==> config.mk <==
export PLATFORM = sky130hd
export DESIGN_NAME = microsequencer_stacked
export DESIGN_NICKNAME = d
export VERILOG_FILES = /design/src/rtl/control_pkg.sv /design/src/rtl/microsequencer_stacked_return_stack.sv /design/src/rtl/microsequencer_stacked.sv
export SDC_FILE = /design/constraint.sdc
export NUM_CORES = 1
export LEC_CHECK = 0
export BUFFER_PORTS_ARGS = -buffer_cell sky130_fd_sc_hd__buf_2
export CORE_MARGIN = 2
export CORE_UTILIZATION = 62
export CTS_BUF_LIST = sky130_fd_sc_hd__clkbuf_8
export CTS_CLUSTER_SIZE = 10
export DETAILED_ROUTE_END_ITERATION = 16
export GPL_TIMING_DRIVEN = 0
export PLACE_DENSITY = 0.83
export SLEW_MARGIN = 20
export SYNTH_ARGS = -nofsm -noshare
export SYNTH_HDL_FRONTEND = slang
export SYNTH_HIERARCHICAL = 1
export SYNTH_SLANG_ARGS = --single-unit
==> constraint.sdc <==
create_clock -name clock -period 4 [get_ports clock]
set_input_delay 0.4 -clock clock [delete_from_list [all_inputs] [get_ports clock]]
set_output_delay 0.4 -clock clock [all_outputs]
set_load 0.03 [all_outputs]
==> src/rtl/control_pkg.sv <==
// Shared encodings for the stacked microsequencer.
//   mode_e  : next_mode field from the control store (11x values are reserved)
//   state_e : sequencer run state
//   fault_e : fault_code reported while in the fault state
package control_pkg;

  typedef enum logic [2:0] {
    MODE_SEQ      = 3'b000,
    MODE_DISPATCH = 3'b001,
    MODE_BRANCH   = 3'b010,
    MODE_CALL     = 3'b011,
    MODE_RETURN   = 3'b100,
    MODE_HALT     = 3'b101
  } mode_e;

  typedef enum logic [1:0] {
    ST_RUN    = 2'b00,
    ST_HALTED = 2'b01,
    ST_FAULT  = 2'b10
  } state_e;

  typedef enum logic [1:0] {
    FC_NONE      = 2'b00,
    FC_OVERFLOW  = 2'b01,
    FC_UNDERFLOW = 2'b10,
    FC_ILLEGAL   = 2'b11
  } fault_e;

endpackage

==> src/rtl/microsequencer_stacked_return_stack.sv <==
// LIFO return-address stack for the microsequencer.
//   clock, reset_n : rising-edge clock, asynchronous active-low reset
//   push, pop      : single-cycle push / pop requests (never both at once)
//   clear          : synchronous empty, used on restart
//   push_data      : address written on push
//   top            : most recently pushed entry (don't-care when empty)
//   level          : number of occupied entries
//   full, empty    : level == DEPTH, level == 0
// Pushes while full and pops while empty are dropped; the caller turns
// those into faults.
module return_stack #(
  parameter  int unsigned WIDTH = 5,
  parameter  int unsigned DEPTH = 4,
  localparam int unsigned LW    = $clog2(DEPTH + 1),
  localparam int unsigned IW    = (DEPTH > 1) ? $clog2(DEPTH) : 1
) (
  input  logic             clock,
  input  logic             reset_n,
  input  logic             push,
  input  logic             pop,
  input  logic             clear,
  input  logic [WIDTH-1:0] push_data,
  output logic [WIDTH-1:0] top,
  output logic [LW-1:0]    level,
  output logic             full,
  output logic             empty
);

  logic [WIDTH-1:0] mem_q [DEPTH];
  logic [LW-1:0]    level_q, level_d;
  logic [IW-1:0]    top_idx;

  assign full    = (level_q == LW'(DEPTH));
  assign empty   = (level_q == '0);
  assign level   = level_q;
  assign top_idx = IW'(level_q - 1'b1);
  assign top     = mem_q[top_idx];

  always_comb begin
    level_d = level_q;
    if (clear)
      level_d = '0;
    else if (push && !full)
      level_d = level_q + 1'b1;
    else if (pop && !empty)
      level_d = level_q - 1'b1;
  end

  always_ff @(posedge clock or negedge reset_n) begin
    if (!reset_n)
      level_q <= '0;
    else
      level_q <= level_d;
  end

  // Storage is not reset: entries above level are never read.
  always_ff @(posedge clock) begin
    if (push && !full && !clear)
      mem_q[level_q[IW-1:0]] <= push_data;
  end

endmodule

==> src/rtl/microsequencer_stacked.sv <==
// Microprogram sequencer with hardware return stack and halt/fault FSM.
//   clock, reset_n    : rising-edge clock, asynchronous active-low reset
//   enable            : advance when 1, hold everything when 0
//   restart           : leave HALTED/FAULT back to RUN at RESET_ADDRESS
//   next_mode         : SEQ/DISPATCH/BRANCH/CALL/RETURN/HALT, 11x reserved
//   next_address      : control-store target address
//   cond_select/_invert, conditions : branch condition selection
//   dispatch_address  : opcode dispatcher start address
//   address           : current microaddress (registered)
//   running/halted/fault : one-hot state flags
//   fault_code        : 00 none, 01 overflow, 10 underflow, 11 illegal mode
//   stack_level       : occupied return-stack entries
module microsequencer_stacked
  import control_pkg::*;
#(
  parameter  int unsigned            ADDR_WIDTH    = 5,
  parameter  int unsigned            COND_WIDTH    = 4,
  parameter  int unsigned            STACK_DEPTH   = 4,
  parameter  logic [ADDR_WIDTH-1:0]  RESET_ADDRESS = '0,
  localparam int unsigned            CSW = (COND_WIDTH > 1) ? $clog2(COND_WIDTH) : 1,
  localparam int unsigned            LW  = $clog2(STACK_DEPTH + 1)
) (
  input  logic                  clock,
  input  logic                  reset_n,
  input  logic                  enable,
  input  logic                  restart,
  input  logic [2:0]            next_mode,
  input  logic [ADDR_WIDTH-1:0] next_address,
  input  logic [CSW-1:0]        cond_select,
  input  logic                  cond_invert,
  input  logic [COND_WIDTH-1:0] conditions,
  input  logic [ADDR_WIDTH-1:0] dispatch_address,
  output logic [ADDR_WIDTH-1:0] address,
  output logic                  running,
  output logic                  halted,
  output logic                  fault,
  output logic [1:0]            fault_code,
  output logic [LW-1:0]         stack_level
);

  logic [ADDR_WIDTH-1:0] addr_q, addr_d, addr_inc;
  state_e                state_q, state_d;
  fault_e                fc_q, fc_d;
  logic                  push, pop, clear;
  logic [ADDR_WIDTH-1:0] stack_top;
  logic                  stack_full, stack_empty;
  logic                  cond_bit;

  assign addr_inc = addr_q + 1'b1;

  return_stack #(
    .WIDTH (ADDR_WIDTH),
    .DEPTH (STACK_DEPTH)
  ) u_stack (
    .clock     (clock),
    .reset_n   (reset_n),
    .push      (push),
    .pop       (pop),
    .clear     (clear),
    .push_data (addr_inc),
    .top       (stack_top),
    .level     (stack_level),
    .full      (stack_full),
    .empty     (stack_empty)
  );

  // Out-of-range selects (possible when COND_WIDTH is not a power of two)
  // fall through to 0.
  always_comb begin
    cond_bit = 1'b0;
    for (int unsigned i = 0; i < COND_WIDTH; i++)
      if (cond_select == CSW'(i))
        cond_bit = conditions[i];
  end

  always_comb begin
    addr_d  = addr_q;
    state_d = state_q;
    fc_d    = fc_q;
    push    = 1'b0;
    pop     = 1'b0;
    clear   = 1'b0;
    if (enable) begin
      case (state_q)
        ST_RUN: begin
          case (next_mode)
            MODE_SEQ:
              addr_d = (next_address == '1) ? dispatch_address : next_address;
            MODE_DISPATCH:
              addr_d = dispatch_address;
            MODE_BRANCH:
              addr_d = (cond_bit ^ cond_invert) ? next_address : addr_inc;
            MODE_CALL: begin
              if (stack_full) begin
                state_d = ST_FAULT;
                fc_d    = FC_OVERFLOW;
              end else begin
                push   = 1'b1;
                addr_d = next_address;
              end
            end
            MODE_RETURN: begin
              if (stack_empty) begin
                state_d = ST_FAULT;
                fc_d    = FC_UNDERFLOW;
              end else begin
                pop    = 1'b1;
                addr_d = stack_top;
              end
            end
            MODE_HALT:
              state_d = ST_HALTED;
            default: begin
              state_d = ST_FAULT;
              fc_d    = FC_ILLEGAL;
            end
          endcase
        end
        default: begin
          if (restart) begin
            addr_d  = RESET_ADDRESS;
            state_d = ST_RUN;
            fc_d    = FC_NONE;
            clear   = 1'b1;
          end
        end
      endcase
    end
  end

  always_ff @(posedge clock or negedge reset_n) begin
    if (!reset_n) begin
      addr_q  <= RESET_ADDRESS;
      state_q <= ST_RUN;
      fc_q    <= FC_NONE;
    end else begin
      addr_q  <= addr_d;
      state_q <= state_d;
      fc_q    <= fc_d;
    end
  end

  assign address    = addr_q;
  assign running    = (state_q == ST_RUN);
  assign halted     = (state_q == ST_HALTED);
  assign fault      = (state_q == ST_FAULT);
  assign fault_code = fc_q;

endmodule
======== Word-level counts from Yosys, hierarchy flattened ========
Memories as Yosys holds them, arrays and structs flattened.
Cells that the tools add are included.
word-level totals
  output and inout port bits .............. 13
  memories kept ........................... 1
  flip-flop bits (word level) ............. 12
  word-level logic and storage cells ...... 80
  input bits .............................. 24
  RAM bits ................................ 20
memories
  name           words  width  rd ports  clocked after Yosys merged registers in  wr ports  line                                       text
  u_stack.mem_q  4      5      1         0                                        1         microsequencer_stacked_return_stack.sv:29  logic [WIDTH-1:0] mem_q [DEPTH];
operators by class
  mux-type cells .......................... 35
  add/sub/neg operators ................... 3
  bitwise logic cells ..................... 1
  reductions and logical operators ........ 17
  eq/ne operators ......................... 19
operators by type and width
  kind                                                                      number
  5-bit 2-to-1 mux                                                          6
  5-bit case mux with 5 select lines                                        1
  1-bit 2-to-1 mux                                                          17
  5-bit AND reduction                                                       3
  2-bit 2-to-1 mux                                                          6
  3-bit == test (second input constant)                                     3
  3-bit 2-to-1 mux                                                          3
  2-bit case mux with 4 select lines                                        1
  2-bit == test (second input constant)                                     3
  3-bit by 2-bit == test with 1-bit output (second input constant)          2
  3-bit zero test                                                           2
  3-bit by 2-bit inequality test with 1-bit output (second input constant)  2
  3-bit inequality test (second input constant)                             2
  6-bit by 1-bit inequality test with 1-bit output (second input constant)  1
  2-bit case mux with 3 select lines                                        1
  5-bit by 1-bit adder with 5-bit output (second input constant)            1
  5-bit == test (second input constant)                                     1
  2-bit by 1-bit == test with 1-bit output (second input constant)          2
  2-bit zero test                                                           2
  2-bit inequality test (second input constant)                             2
  4-bit OR reduction                                                        1
  3-bit by 1-bit adder with 3-bit output (second input constant)            1
  3-bit by 1-bit == test with 1-bit output (second input constant)          1
  1-bit logical AND                                                         3
  6 further kinds                                                           8

======== Longest topological paths before layout ========
  depth in word-level cells ............... 9
  gate-level depth with buffers ........... 11
  depth with buffers taken out ............ 10

======== Cells and area by module ========
Netlist, hierarchy kept.
modules (own cells, without submodules)
  module                  instances  area an instance (um^2)  cells each
  return_stack            1          1047.3                   61
  microsequencer_stacked  1          987.2                    112

======== Worst setup path before layout ========
Ideal clock, no wire load.
  path kind ............................... register to register
  start ................................... register u_stack.level_q[0] (netlist: u_stack/level[0])
  end ..................................... memory u_stack.mem_q[0][0] (enable)
  library setup time ...................... 0.314 ns
  data arrival time ....................... 2.416 ns
  data required time ...................... 3.686 ns
  buffers on the path ..................... 1
  setup slack ............................. 1.270 ns
  stages on the path, launching flop included .. 10
  cells stage by stage .................... dfrtp_1 -> buf_2 -> inv_1 -> ha_1 -> and2_1 -> nor4_1 -> and2_1 -> a21boi_2 -> and2b_1 -> and2_1
between the ends
  longest elaborated chain between the ends .. 9
ends and longest elaborated chain
  what                                    line                                       text
  start, declared                         microsequencer_stacked_return_stack.sv:30  logic [LW-1:0] level_q, level_d;
  start signal, assigned                  microsequencer_stacked_return_stack.sv:53  level_q <= level_d;
  3-bit == test                           microsequencer_stacked_return_stack.sv:33  assign full = (level_q == LW'(DEPTH));
  named net stack_full                    microsequencer_stacked.sv:46               logic stack_full, stack_empty;
  1-bit 2-to-1 mux                        microsequencer_stacked.sv:94               if (stack_full) begin
  1-bit 2-to-1 mux                        microsequencer_stacked.sv:86               case (next_mode)
  1-bit 2-to-1 mux                        microsequencer_stacked.sv:84               case (state_q)
  1-bit 2-to-1 mux                        microsequencer_stacked.sv:83               if (enable) begin
  named net push                          microsequencer_stacked.sv:44               logic push, pop, clear;
  1-bit logical AND (2 in series)         microsequencer_stacked_return_stack.sv:58  if (push && !full && !clear)
  1-bit 2-to-1 mux                        microsequencer_stacked_return_stack.sv:58
  1-bit 2-to-1 mux (not written as such)  microsequencer_stacked_return_stack.sv:59  mem_q[level_q[IW-1:0]] <= push_data;
  end, declared                           microsequencer_stacked_return_stack.sv:29
The timed path passes the listed nets, and every way through them passes these cells.

======== Worst setup path after layout ========
  start ................................... register u_stack.level_q[0] (netlist: u_stack/level[0])
  end ..................................... memory u_stack.mem_q[0][2] (enable)
Same word-level chain as after synthesis.

==> qor.yml <==
setup_path:
  slowest_stage: "dfrtp_1"
  cpMostUsedCell: "and2_1"
  start_kind: "flop"
  cpPeakStageDelay_ps: 390
  r2r_cells: 9
  rr_startpoint: "u_stack/level[0]"
  worstPathRequired_ps: 3970
  crit_path_end_kind: "flop"
  crit_path_start: "u_stack/level[0]"
  crit_chain: "buf_2 > inv_1 > ha_1 > and2_1 > nor4_1 > and2_1 > a21boi_2 > and2b_1 > and2_1"
  crit_fanout: 7
  worstSetupPathType: "flop to flop"
  cp.arrival_ps: 2840
logic_synthesis:
  yosys_warnings: 6
  syn_nets: 203
  netlist_area_sq_um: 2034
  synth-edff-count: 20
  syn_avg_cell_area_sq_um: 11.76
  synth.distinct_cells: 51
  async_reset_ff_frac: 0.3750
  syn_inst: 173
  ys_ff_latch: 32
  ys_seq_area_frac: 0.4428
  synthFlopType: "edfxtp_1"
sta:
  slew_headroom: 0.6844
  max_freq_mhz: 348.4
  slew_viol_final: 0
  period_minus_slack_ps: 2870
  rsz0062_at_grt: "false"
  tightestPinTransition_ps: 473.4
  whs_ps: 502.4
  finClkSkew_ps: 5.171
  fin_crit_sh: 0.7175
  hold_viol: 0
  setup_viol: 0
  final.setup.tns_ps: 0
drt:
  ant_nets: 0
  drtPass1Iterations: 4
  routedWlPerCell_microns: 16.07
  remaining_drc_errors: 0
  vias: 1579
  avgViaCountPerCell: 6.050
  drt-initial-drc-count: 62
  routed_wl_microns: 4195
finish:
  final_nets: 246
  drive_gt1_frac: 0.3134
  layout.cells.non_filler: 261
  n_antenna_cell: 0
  flow.area_growth_from_synthesis_pct: 17.28
  fin_area_sq_um: 2386
global_routing:
  grt_overflow_total: 0
  grt_first_pass_wirelength_microns: 6865
  grt_pass1_vias: 1517
  antenna_found_initial: 0
  grtUsageTotal: 0.2549
  grt_start_max_net_pins: 13
clock_network:
  cts_buffer_depth: 2
  post-cts-setup-buffers: 0
  numCtsBuffers: 5
  clkLatencyLatePin_ps: 290
  htree_levels: 2
  cts_num_sinks: 32
  cts_tree: "yes"
  cts_root_buf: "clkbuf_8"
  path_clk_slew_ps: 70
placed_design:
  gp_congestion: 0.9103
  placedInstanceArea_sq_um: 2265
  dp_hpwl_microns: 3129
  dp_cells: 252
  io_buffers: 35
pwr:
  leakage_nw: 0.9878
  total_power_mw: 1.566
  powerDensity_nw_per_um2: 656.3
  ir_drop_uv: 356.4
floorplan:
  die_area_sq_um: 3756
  core-area_sq_um: 3078
  die_width_microns: 61.29
  rows: 20
  start_util: 0.6610
  die_y_microns: 61.29
  ioPinCount: 37
run_status:
  status: "finished, final reports clean"
hold_path:
  hold_class: "flop to flop"
  min_from: "fault_code[0]"
  hold_depth: 1
run:
  drv_cap: 0
[report_power, final]
part	total [mW]	internal, mW	switching [mW]
registers	0.521	0.455	0.0662
clock network	0.306	0.184	0.122
logic	0.738	0.283	0.455
[per-stage QoR]
stage / worst slack, ps / util
floorplan: 1270 / -
global placement: 1171 / 0.7358
detailed placement: 1117 / 0.7358
CTS: 1092 / 0.7752
global route: 883.2 / 0.7752
finish: 1130 / 0.7752
[final timing paths]
check	slack (ps)	to
setup / recovery	1130	u_stack/mem_q[0][2]
hold / removal	500	fault_code[0]
setup reg to reg	1130	u_stack/mem_q[0][2]
hold reg to reg	500	fault_code[0]
max in group asynchronous	3220	u_stack/level[0]
min in group asynchronous	550	address[1]
[worst max-delay path, delay by kind of cell (launching register included)]
kind	cells	cell delay [ps]
and+or+nand+nor	5	1280
buffers and inverters	2	400
adders and majority gates	1	280
AOI/OAI and AO/OA	1	210
DFF	1	390
[routing by layer]
metal | routed length (microns) | track usage
met1 | 1863 | 0.3356
met2 | 1987 | 0.4088
met3 | 259 | 0.04832
met4 | 85 | 0.1180
met5 | 0 | 0
[state kept, by name (all words and copies together) (netlist names)]
| register | cells |
|---|---|
| address | 5 |
| fault_code | 2 |
| state_q | 2 |
| u_stack/level | 3 |
| u_stack/mem_q | 20 |
[placed cells by master (no fill, tap or decap), types with 4 or more instances in the layout]
cell | netlist | layout
dfrtp_1 | 12 | 12
mux2_2 | 4 | 4
o22ai_1 | 5 | 5
mux2i_1 | 5 | 5
clkbuf_8 | 1 | 6
mux4_2 | 6 | 6
nor2_1 | 4 | 4
nand3_1 | 4 | 4
buf_2 | 2 | 37
a211oi_1 | 4 | 4
nand2_1 | 6 | 6
a2bb2oi_1 | 5 | 5
o21a_1 | 5 | 5
o31ai_1 | 4 | 4
o31ai_2 | 5 | 5
a22o_1 | 5 | 5
clkbuf_1 | 4 | 4
inv_1 | 11 | 11
nand2b_1 | 5 | 5
edfxtp_1 | 20 | 20
and2_1 | 7 | 7
nor3_1 | 4 | 4
ha_1 | 6 | 6
[timing repair]
item	CTS	global route
hold endpoints to repair	12	0
hold buffers	1	0
gates resized for setup	0	0
[cells in the mapped netlist, types with 5 or more instances]
master | instances | area share
ha_1 | 6 | 0.037
and2_1 | 7 | 0.022
dfrtp_1 | 12 | 0.15
a2bb2oi_1 | 5 | 0.022
a22o_1 | 5 | 0.022
mux4_2 | 6 | 0.066
nand2b_1 | 5 | 0.015
o22ai_1 | 5 | 0.015
inv_1 | 11 | 0.020
o21a_1 | 5 | 0.018
o31ai_2 | 5 | 0.031
mux2i_1 | 5 | 0.025
edfxtp_1 | 20 | 0.30
nand2_1 | 6 | 0.011
[cells by family after synthesis]
group,synth area share
AO/OA/AOI/OAI,0.1956
XOR/XNOR,0.03506
adder cells (fa/ha/maj),0.03690
buffers and inverters,0.04673
flip-flops,0.4428
multiplexers,0.1132
AND/OR/NAND/NOR,0.1298
[final cells by class]
type                       count  area [sq um]
multi-input combinational    121          1039
tap                           44         55.05
sequential                    32         900.9
buffer                         9         53.80
fill                         218         691.9
clock buffer                   5         68.82
inverter                      11         41.29
clock inverter                 3         42.54
timing repair buffer          36         185.2
No activity file was read; power rests on OpenSTA's default activity.
